**src/rtl/fetch_sequencer.sv**
```systemverilog
// fetch_sequencer -- three-phase instruction fetch/latch sequencer.
//
// Every instruction takes three clocks (T0, T1, T2). The opcode and operand
// are latched from program memory on the edge leaving T1. T2 is the execute
// strobe for the downstream decoder. The PC advances on the edge leaving T2
// and wraps after PROG_LEN words.
//
// Optional feature: define SINGLE_STEP_EN to add the step input. A rising
// step seen in IDLE while run is low executes exactly one instruction.
//
// Parameters
//   PROG_LEN  number of program words before the PC wraps (1..16)
// Ports
//   clk       system clock; all state changes on its rising edge
//   rst       synchronous, active-high reset
//   run       level request to execute instructions continuously
//   step      single-instruction request (SINGLE_STEP_EN builds only)
//   mem_data  instruction word from program memory: [7:4] opcode, [3:0] operand
//   mem_addr  program memory address; always equal to the PC
//   opcode    latched opcode
//   operand   latched operand
//   T0/T1/T2  registered, one-hot timing states
//   busy      high in any of T0/T1/T2
//
// state | meaning
// ------+---------------------------------------------------------------
// IDLE  | no instruction in flight; PC, opcode and operand hold
// S_T0  | first fetch cycle; mem_data addressed by PC
// S_T1  | second fetch cycle; {opcode, operand} load on exit
// S_T2  | execute strobe; PC advances on exit

module fetch_sequencer #(
   parameter int PROG_LEN = 16
) (
   input  logic       clk,
   input  logic       rst,
   input  logic       run,
`ifdef SINGLE_STEP_EN
   input  logic       step,
`endif
   input  logic [7:0] mem_data,
   output logic [3:0] mem_addr,
   output logic [3:0] opcode,
   output logic [3:0] operand,
   output logic       T0,
   output logic       T1,
   output logic       T2,
   output logic       busy
);

   typedef enum logic [1:0] {
      IDLE = 2'd0,
      S_T0 = 2'd1,
      S_T1 = 2'd2,
      S_T2 = 2'd3
   } state_t;

   localparam logic [3:0] PC_LAST = 4'(PROG_LEN - 1);

   state_t     state_q, state_d;
   logic [3:0] pc_q, pc_d;
   logic [3:0] opcode_q, opcode_d;
   logic [3:0] operand_q, operand_d;
   logic       t0_q, t0_d;
   logic       t1_q, t1_d;
   logic       t2_q, t2_d;
   logic       busy_q, busy_d;

`ifdef SINGLE_STEP_EN
   logic       step_prev_q, step_prev_d;
   logic       step_start;
`endif

   always_comb begin
      state_d   = state_q;
      pc_d      = pc_q;
      opcode_d  = opcode_q;
      operand_d = operand_q;

`ifdef SINGLE_STEP_EN
      step_prev_d = step;
      // A new step needs step to have been low on the previous clock,
      // so holding step high never retriggers.
      step_start  = step && !step_prev_q;
`endif

      case (state_q)
         IDLE: begin
            if (run) begin
               state_d = S_T0;
            end
`ifdef SINGLE_STEP_EN
            else if (step_start) begin
               state_d = S_T0;
            end
`endif
         end
         S_T0: state_d = S_T1;
         S_T1: begin
            state_d               = S_T2;
            {opcode_d, operand_d} = mem_data;
         end
         S_T2: begin
            state_d = run ? S_T0 : IDLE;
            pc_d    = (pc_q == PC_LAST) ? 4'd0 : pc_q + 4'd1;
         end
         default: state_d = IDLE;
      endcase

      // Strobes are decoded from the next state so they leave flops
      // aligned with state_q.
      t0_d   = (state_d == S_T0);
      t1_d   = (state_d == S_T1);
      t2_d   = (state_d == S_T2);
      busy_d = (state_d != IDLE);
   end

   always_ff @(posedge clk) begin
      if (rst) begin
         state_q   <= IDLE;
         pc_q      <= 4'd0;
         opcode_q  <= 4'd0;
         operand_q <= 4'd0;
         t0_q      <= 1'b0;
         t1_q      <= 1'b0;
         t2_q      <= 1'b0;
         busy_q    <= 1'b0;
      end else begin
         state_q   <= state_d;
         pc_q      <= pc_d;
         opcode_q  <= opcode_d;
         operand_q <= operand_d;
         t0_q      <= t0_d;
         t1_q      <= t1_d;
         t2_q      <= t2_d;
         busy_q    <= busy_d;
      end
   end

`ifdef SINGLE_STEP_EN
   always_ff @(posedge clk) begin
      if (rst) begin
         step_prev_q <= 1'b0;
      end else begin
         step_prev_q <= step_prev_d;
      end
   end
`endif

   assign mem_addr = pc_q;
   assign opcode   = opcode_q;
   assign operand  = operand_q;
   assign T0       = t0_q;
   assign T1       = t1_q;
   assign T2       = t2_q;
   assign busy     = busy_q;

endmodule

```
**config.mk**
```make
export PLATFORM = sky130hd
export DESIGN_NAME = fetch_sequencer
export DESIGN_NICKNAME = d
export VERILOG_FILES = /design/src/rtl/fetch_sequencer.sv
export SDC_FILE = /design/constraint.sdc
export NUM_CORES = 1
export LEC_CHECK = 0
export CAP_MARGIN = 25
export CORE_MARGIN = 3
export CORE_UTILIZATION = 44
export DETAILED_ROUTE_END_ITERATION = 12
export PLACE_DENSITY = 0.87
export SLEW_MARGIN = 20
export SYNTH_ARGS = -nofsm -noshare
export SYNTH_HDL_FRONTEND = slang
export SYNTH_SLANG_ARGS = --single-unit
```
**constraint.sdc**
```tcl
create_clock -name clk -period 4.1 [get_ports clk]
set_input_delay 0.41 -clock clk [delete_from_list [all_inputs] [get_ports clk]]
set_output_delay 0.41 -clock clk [all_outputs]
set_load 0.01 [all_outputs]
```
After elaboration in Yosys (flattened, before gate mapping)
Cells that the tools add are included.
W data, S select, Z words.
- logic and storage cells: 22
- input bits: 11
- flip-flop bits (word level): 18
- add/sub/neg operators: 1
- eq/ne operators: 7
- mux-type cells: 4
- reductions and logical operators: 2
- operators with widths (kind ; count):
    $eq A2 B2 Y1 const B ; 4
    $pmux W2 S4 ; 1
    $add A4 B1 Y4 const B ; 1
    $eq A2 B1 Y1 const B ; 2
    $eq A4 B4 Y1 const B ; 1
    $mux W4 ; 1
    $logic_not A2 Y1 ; 1
    $mux W2 ; 1
    $reduce_bool A2 Y1 ; 1
    $mux W1 ; 1

Logic depth before layout (Yosys ltp)
- depth in word-level cells: 3
- depth in mapped cells: 5
- gate-level depth less buffers: 5

Worst setup path before layout
Ideal clock, no wire load.
- path type: reg2reg
- start: register state_q[0]
- end: register t0_q (netlist: T0)
- setup slack: 2803 ps
- arrival time: 1238 ps
- cell stages (with the launch flop): 6
- path buffers: 0
- setup time: 60 ps
- clock period less this slack: 1297 ps
- path through: dfxtp_1 > inv_1 > ha_1 > nor2b_1 > a31oi_1 > and2_1
- longest elaborated chain between the ends: 3
- elaborated cells on any way between the ends: 7
- ends and longest elaborated chain (element ; line ; RTL):
    start: declaration ; 60 ; state_t state_q, state_d;
    start signal: assignment ; 129 ; state_q <= state_d;
    $eq A2 B2 Y1 (tied with other cells) ; 87 ; case (state_q)
    $pmux W2 S4 (*) ; 87 ;
    $eq A2 B1 Y1 (*) ; 112 ; t0_d = (state_d == S_T0);
    end signal: assignment ; 133 ; t0_q <= t0_d;
    end: declaration ; 64 ; logic t0_q, t0_d;
Mark *: on every way between the ends. The rest lies on a longest branch, timed or not.
A chain may end at the register's enable or synchronous reset.

Worst setup path in the final report
- start: register pc_q[0] (netlist: mem_addr[0])
- end: output mem_addr[0]
- RTL lines (element ; line ; RTL):
    start: declaration ; 61 ; logic [3:0] pc_q, pc_d;
    start signal: assignment ; 130 ; pc_q <= pc_d;
    end: declaration ; 42 ; output logic [3:0] mem_addr,
No word-level cell between the ends.

==> impl_results.md <==
* I/O pins at 27
* Leading cell types in the layout, fill and taps excluded: clkdlybuf4s50_1, dfxtp_1, nor2_1
* Area leader, netlist: dfxtp_1
* Final antenna diode count at 0
* Critical Path Start Type: flop
* Worst Setup End Kind: output pin
* Psw at 126 uW
* Register share of total power at 47.2%
* Relative slew margins at between 60% and 70%
* Routed Antenna Nets at 0
* Cell-internal power at 324 uW
* CTS tree: yes
* Leakage at approximately 0.00037 uW
* Final min period at 1.69 ns
* Final Total Pwr at 450 uW
* Die area at 2130 um^2
* Port Buffer Count at 26
* Die Y-Extent at between 40 and 50 um
* Cts bufs inserted at 3
* Synth area leaders: dfxtp_1, mux2i_1, ha_1, nor2_1, a21oi_1
* Area of the multi-input gates at 323 um^2
* Switch share at 27.9%
* Routed wire length at 1400 um
* Pin count of the biggest net entering global routing at 18
* Starting Density at 50.6%
* Worst vdd ir at just over 0.3 mV
* Initial antenna violation count at 0
* Max frequency at 591 MHz
* Final Cycle Share at 41.3%
* Power Dens Cells at 446 nW/um^2
* Worst Hold Class: reg -> reg
* Crit-path slowest cell: clkdlybuf4s50_1
* FF/Latch Area at 360 um^2
* Num Clock Sinks at 18
* # resized after CTS at 0
* Clock Path Buffers at 2
* Chip Width at 46.1 um
* Cells after Synth at 71
* Setup Viol. Count Final at 0
* Fillers at ~100
* Layout area overhead at 42.6%
* Vias in the first global route at 592
* Clk root buf: clkbuf_4
* Status: complete, no violations
* DRC viols at 0
* Share of cells above drive strength 1 at 5.10%
* CP cell instances: clkdlybuf4s50_1
* Drt first pass iters at 3
* All-Layer GR Usage at 15.5%
* Crit-path max cell delay at 0.57 ns
* Total gr overflow at 0
* Iter 0 DRT Violations at 4
* Avg Vias per Cell at 4.98
* Worst endpoint required time at 3.69 ns
* Skew final at 0.00753 ns
* Dpl hpwl at a little over 1000 um
* Final count of hold timing violations at 0
* CP bufs+invs at 1
* First-pass GRT wire length at 2340 um
* Maximum fanout along the worst path at 6
* Area of placed instances at 973 um^2
* Final Net Count at 114
* Combinational share of power at between 20% and 30%
* Measured slew at the worst slew-check pin at 0.568 ns
* Post-synthesis cell area at 708 um^2
* MaxCap Viol Count at 0
* Yosys warning total at 0
* Clock share of power at 24.4%
* Cts hold-fix bufs at 0
* Post-CTS Setup Bufs at 0
* Register area share after synthesis at 50.9%
* Critical path class: reg -> out
* CP delay by family, top: buffers and inverters
* Synthesis-stage register bit count at 18
* Wire per inst at approximately 12 um
* Max-slew violations at 0
* CORE AREA at 1400 um^2
* Crit path DAT at between 1 and 1.5 ns
* Synth cell types at 21
* Most common cell after layout, fill and taps aside: clkdlybuf4s50_1
* Setup TNS at 0 ns
* Worst-Skew Late Latency at 0.30 ns
* RSZ-0062 raised after global routing: false
* Top-area cell type share of the netlist area at 50.9%
* Post-synth net total at 86
* Total number of vias at 563
* Cell area after layout at 1010 um^2
* GPL Wtd Cong at around 0.72
* FP Rows at 13
* CTS H-tree lvls at 1
* Clk pin slew, worst setup/hold paths at ~0.11 ns
* Mean post-synth cell area at about 10 um^2
## cells by family (layout without fill, tap and decap cells)
family | Yosys count | count (layout) | synth area share [%]
DFF | 18 | 18 | 50.9
adders and majority gates | 4 | 4 | 7.07
muxes | 10 | 10 | 14.1
and+or+nand+nor | 23 | 23 | 15.2
buffers and inverters | 6 | 33 | 3.53
xor gates and xnor gates | 1 | 1 | 1.24
AOI/OAI and AO/OA | 9 | 9 | 7.95
## stage by stage
stage / hold slack (ns) / utilization [%] / instances / setup WS (ns)
3_3_place_gp: 0.477 / 69.6 / 109 / 2.30
3_5_place_dp: 0.483 / 69.6 / 109 / 2.25
4_1_cts: 0.508 / 72.2 / 113 / 2.39
6_report: 0.498 / 72.2 / 113 / 2.41
2_1_floorplan: 0.515 / - / 71 / 2.80
5_1_grt: 0.543 / 72.2 / 113 / 2.34
## registers in the layout (all words and copies together), names as in the netlist
signal    flops
T2            1
T1            1
busy          1
operand       4
state_q       2
T0            1
opcode        4
mem_addr      4
## Yosys cell counts
| cell | n |
|---|---|
| a21oi_1 | 4 |
| a31oi_1 | 1 |
| and2_1 | 1 |
| buf_2 | 2 |
| clkbuf_1 | 1 |
| dfxtp_1 | 18 |
| ha_1 | 4 |
| inv_1 | 3 |
| mux2i_1 | 10 |
| nand2_1 | 3 |
| nand2b_1 | 2 |
| nand3_1 | 1 |
| nand3b_1 | 1 |
| nor2_1 | 11 |
| nor2b_1 | 2 |
| nor3_1 | 1 |
| o21ai_0 | 2 |
| o21bai_1 | 1 |
| o22ai_2 | 1 |
| or3_1 | 1 |
| xor2_1 | 1 |
## layer usage
layer  routed length, um  vias up  share of wire [%]  global-route usage [%]
li1                    -      290                  -                       -
met1                 618      254                 44                    17.5
met2                 673       19                 48                    27.5
met3                 105        0                7.5                    2.34
met4                   0        0                  0                    8.52
met5                   0        -                  0                       0
## path summary, 6_finish.rpt
check / start / to / slack [ns] / cells past startpoint
max: mem_addr[0]$_SDFFE_PP0N_ / mem_addr[0] / 2.41 / 1
min: opcode[2]$_SDFFE_PP0N_ / opcode[2]$_SDFFE_PP0N_ / 0.50 / 2
max reg2reg: state_q[1]$_SDFF_PP0_ / mem_addr[3]$_SDFFE_PP0N_ / 2.66 / 4
min reg2reg: opcode[2]$_SDFFE_PP0N_ / opcode[2]$_SDFFE_PP0N_ / 0.50 / 2
## power groups by stage
stage	logic, uW	registers, uW	clock network [uW]
3_3_place_gp	126	216	0
4_1_cts	129	212	115
6_report	128	213	110
3_5_place_dp	129	216	0
5_1_grt	142	215	120
2_1_floorplan	64.1	224	0
## cell type report
| cell class | count | area share, % |
|---|---|---|
| clock buffer | 4 | 3.59 |
| inverter | 3 | 1.12 |
| multi-input combinational | 47 | 32.0 |
| sequential | 18 | 35.7 |
| tap | 15 | 1.86 |
| timing repair buffer | 26 | 25.8 |
No activity file was read; power rests on OpenSTA's default activity.
==> edit (config.mk and constraints unchanged) <==
Add a define of `SINGLE_STEP_EN`.
--- a/src/rtl/fetch_sequencer.sv
+++ b/src/rtl/fetch_sequencer.sv
@@ -28,6 +28,8 @@
 // S_T0  | first fetch cycle; mem_data addressed by PC
 // S_T1  | second fetch cycle; {opcode, operand} load on exit
 // S_T2  | execute strobe; PC advances on exit
+
+`define SINGLE_STEP_EN
 
 module fetch_sequencer #(
    parameter int PROG_LEN = 16
Ports: changed (added step); port bits go from 27 to 28. The function was not compared with the original's and may differ.
==> edit against the original RTL <==
- cell area increased by 3.7%
- wire length decreased by 6.4%
- power increased by 26%
- sequential share of layout area increased by 0.63 points
- non-clock buffer count increased by 1
- sequential cell count increased by 1
- cell count increased by 1.8%
- combinational power increased by 76%
- utilization decreased by 5.0 points
- synthesized area increased by 6.5%
- worst setup slack about the same
- critical path depth unchanged
- critical path type unchanged
- largest power group unchanged
- highest routed layer is now met4
==> edit: results (changes against the original RTL) <==
{| class="wikitable"
! Metric !! Value
|-
| Status || completed
|-
| Via Count || 573 (+1.8%)
|-
| Fraction of synthesis flops using an asynchronous set or reset pin || 0% (unchanged)
|-
| Number of nets in the layout || 118 (+3.5%)
|-
| Global router's overall resource usage || 13.7% (-1.9 points)
|-
| Detailed-placement wirelength estimate || 989 um (-4.8%)
|-
| Resized cells post-CTS || 0 (unchanged)
|-
| Net Count, Synth || 89 (+3.5%)
|-
| Setup Fix Bufs, Post-CTS || 0 (unchanged)
|-
| Worst min path class || reg2reg
|-
| Setup skew after layout || 0.00328 ns (-0.00424 ns)
|-
| IO buf count || 27 (+3.8%)
|-
| Wirelength per Cell || 11.4 um (-8.1%)
|-
| Actual slew at the worst max-slew pin || 0.586 ns (+0.0184 ns)
|-
| Wire length of the first global-routing pass || 2150 um (-8.0%)
|-
| Maximum fanout along the worst path || 6 (unchanged)
|-
| Number of inserted filler cells in the final layout || 124 (+20%)
|-
| Share of final-layout standard cells stronger than drive strength 1 || 5.05% (-0.052 points)
|-
| Commonest cells post-synth || sky130_fd_sc_hd__dfxtp_1, sky130_fd_sc_hd__nor2_1, sky130_fd_sc_hd__mux2i_1
|-
| Antenna violations before repair || 0 (unchanged)
|-
| Number of global-route vias before repair || 531 (-10%)
|-
| Total iterations of the first detailed-routing run || 4 (+1)
|-
| Clock root buffer || sky130_fd_sc_hd__clkbuf_4
|-
| Maximum VDD drop || 343 uV (+13%)
|-
| Routability cong. || 0.726 (+0.82%)
|-
| Arrival time of the worst setup path || 1.28 ns (about the same)
|-
| Bufs on Longest Clock Path || 2 (unchanged)
|-
| Cell area reported after detailed placement || 1020 um^2 (+4.9%)
|-
| Starting DRT DRC Count || 6 (+2)
|-
| Worst Hold Path Cells || 2 (unchanged)
|-
| Switching Share || 30.8% (+2.9 points)
|-
| Depth of the worst register-to-register path || 5 (+1)
|-
| Number of library cell types mapped by synthesis || 21 (unchanged)
|-
| Reported leakage power || 0.405 nW (+8.9%)
|-
| Share of the yosys chip area belonging to registers || 50.4% (-0.47 points)
|-
| Register clock-pin slew on the reported worst setup and hold paths || 0.10 ns
|-
| Biggest cell delay along the critical path || 0.57 ns (about the same)
|-
| Dominant cells by area after synthesis || sky130_fd_sc_hd__dfxtp_1, sky130_fd_sc_hd__mux2i_1, sky130_fd_sc_hd__ha_1
|}
## edit: cell count changes in the layout (fill, tap and decap cells not counted), sizes merged, moves of 2 or more
cell,unedited run,this run
nand2,3,1
nor2b,2,4
a21oi,4,2
o21ai,2,0
ha,4,6
## edit: per-layer routing
metal / GRT usage (%) / share of wire, %
met1: 16.8 / 46
met2: 21.9 / 48
met3: 2.63 / 4.4
met4: 8.29 / 1.7
met5: 0 / 0
## edit: kinds of logic (layout without fill, tap and decap cells)
group           after synthesis  after routing  share of synthesized area (%)
fa+ha+maj                     6              6                           9.95
buf+inv                       6             34                           4.64
mux                           9              9                           11.9
simple gates                 25             25                           16.6
compound gates                5              5                           5.31
flops                        19             19                           50.4
xor+xnor                      1              1                           1.16
## edit: area by class of cell
type                       count  area share, %
clock buffer                   4           2.51
inverter                       3           1.08
multi-input combinational     46           32.4
sequential                    19           36.3
tap                           16           1.91
timing repair buffer          27           25.8
## edit: path summary, 6_finish.rpt
path / start / to / slack (ns)
setup / recovery: mem_addr[0] / mem_addr[0] / 2.41
hold / removal: opcode[2] / opcode[2] / 0.51
setup reg to reg: state_q[0] / T0 / 2.65
hold reg to reg: opcode[2] / opcode[2] / 0.51
## edit: per-stage QoR
stage	hold slack [ns]	cells	worst slack, ns	utilization [%]	total power, mW
after floorplan	0.479	71	2.88	-	0.395
after CTS	0.514	115	2.40	67.2	0.574
final	0.506	115	2.41	67.2	0.567
after global routing	0.540	115	2.33	67.2	0.608
after detailed placement	0.489	111	2.37	65.5	0.482
after global placement	0.484	111	2.38	65.5	0.475
## edit: power groups by stage
stage / clock network, mW / registers, mW / logic [mW]
after CTS: 0.0947 / 0.250 / 0.229
after floorplan: 0 / 0.267 / 0.128
final: 0.0920 / 0.250 / 0.225
after detailed placement: 0 / 0.254 / 0.227
after global routing: 0.104 / 0.256 / 0.248
after global placement: 0 / 0.253 / 0.221
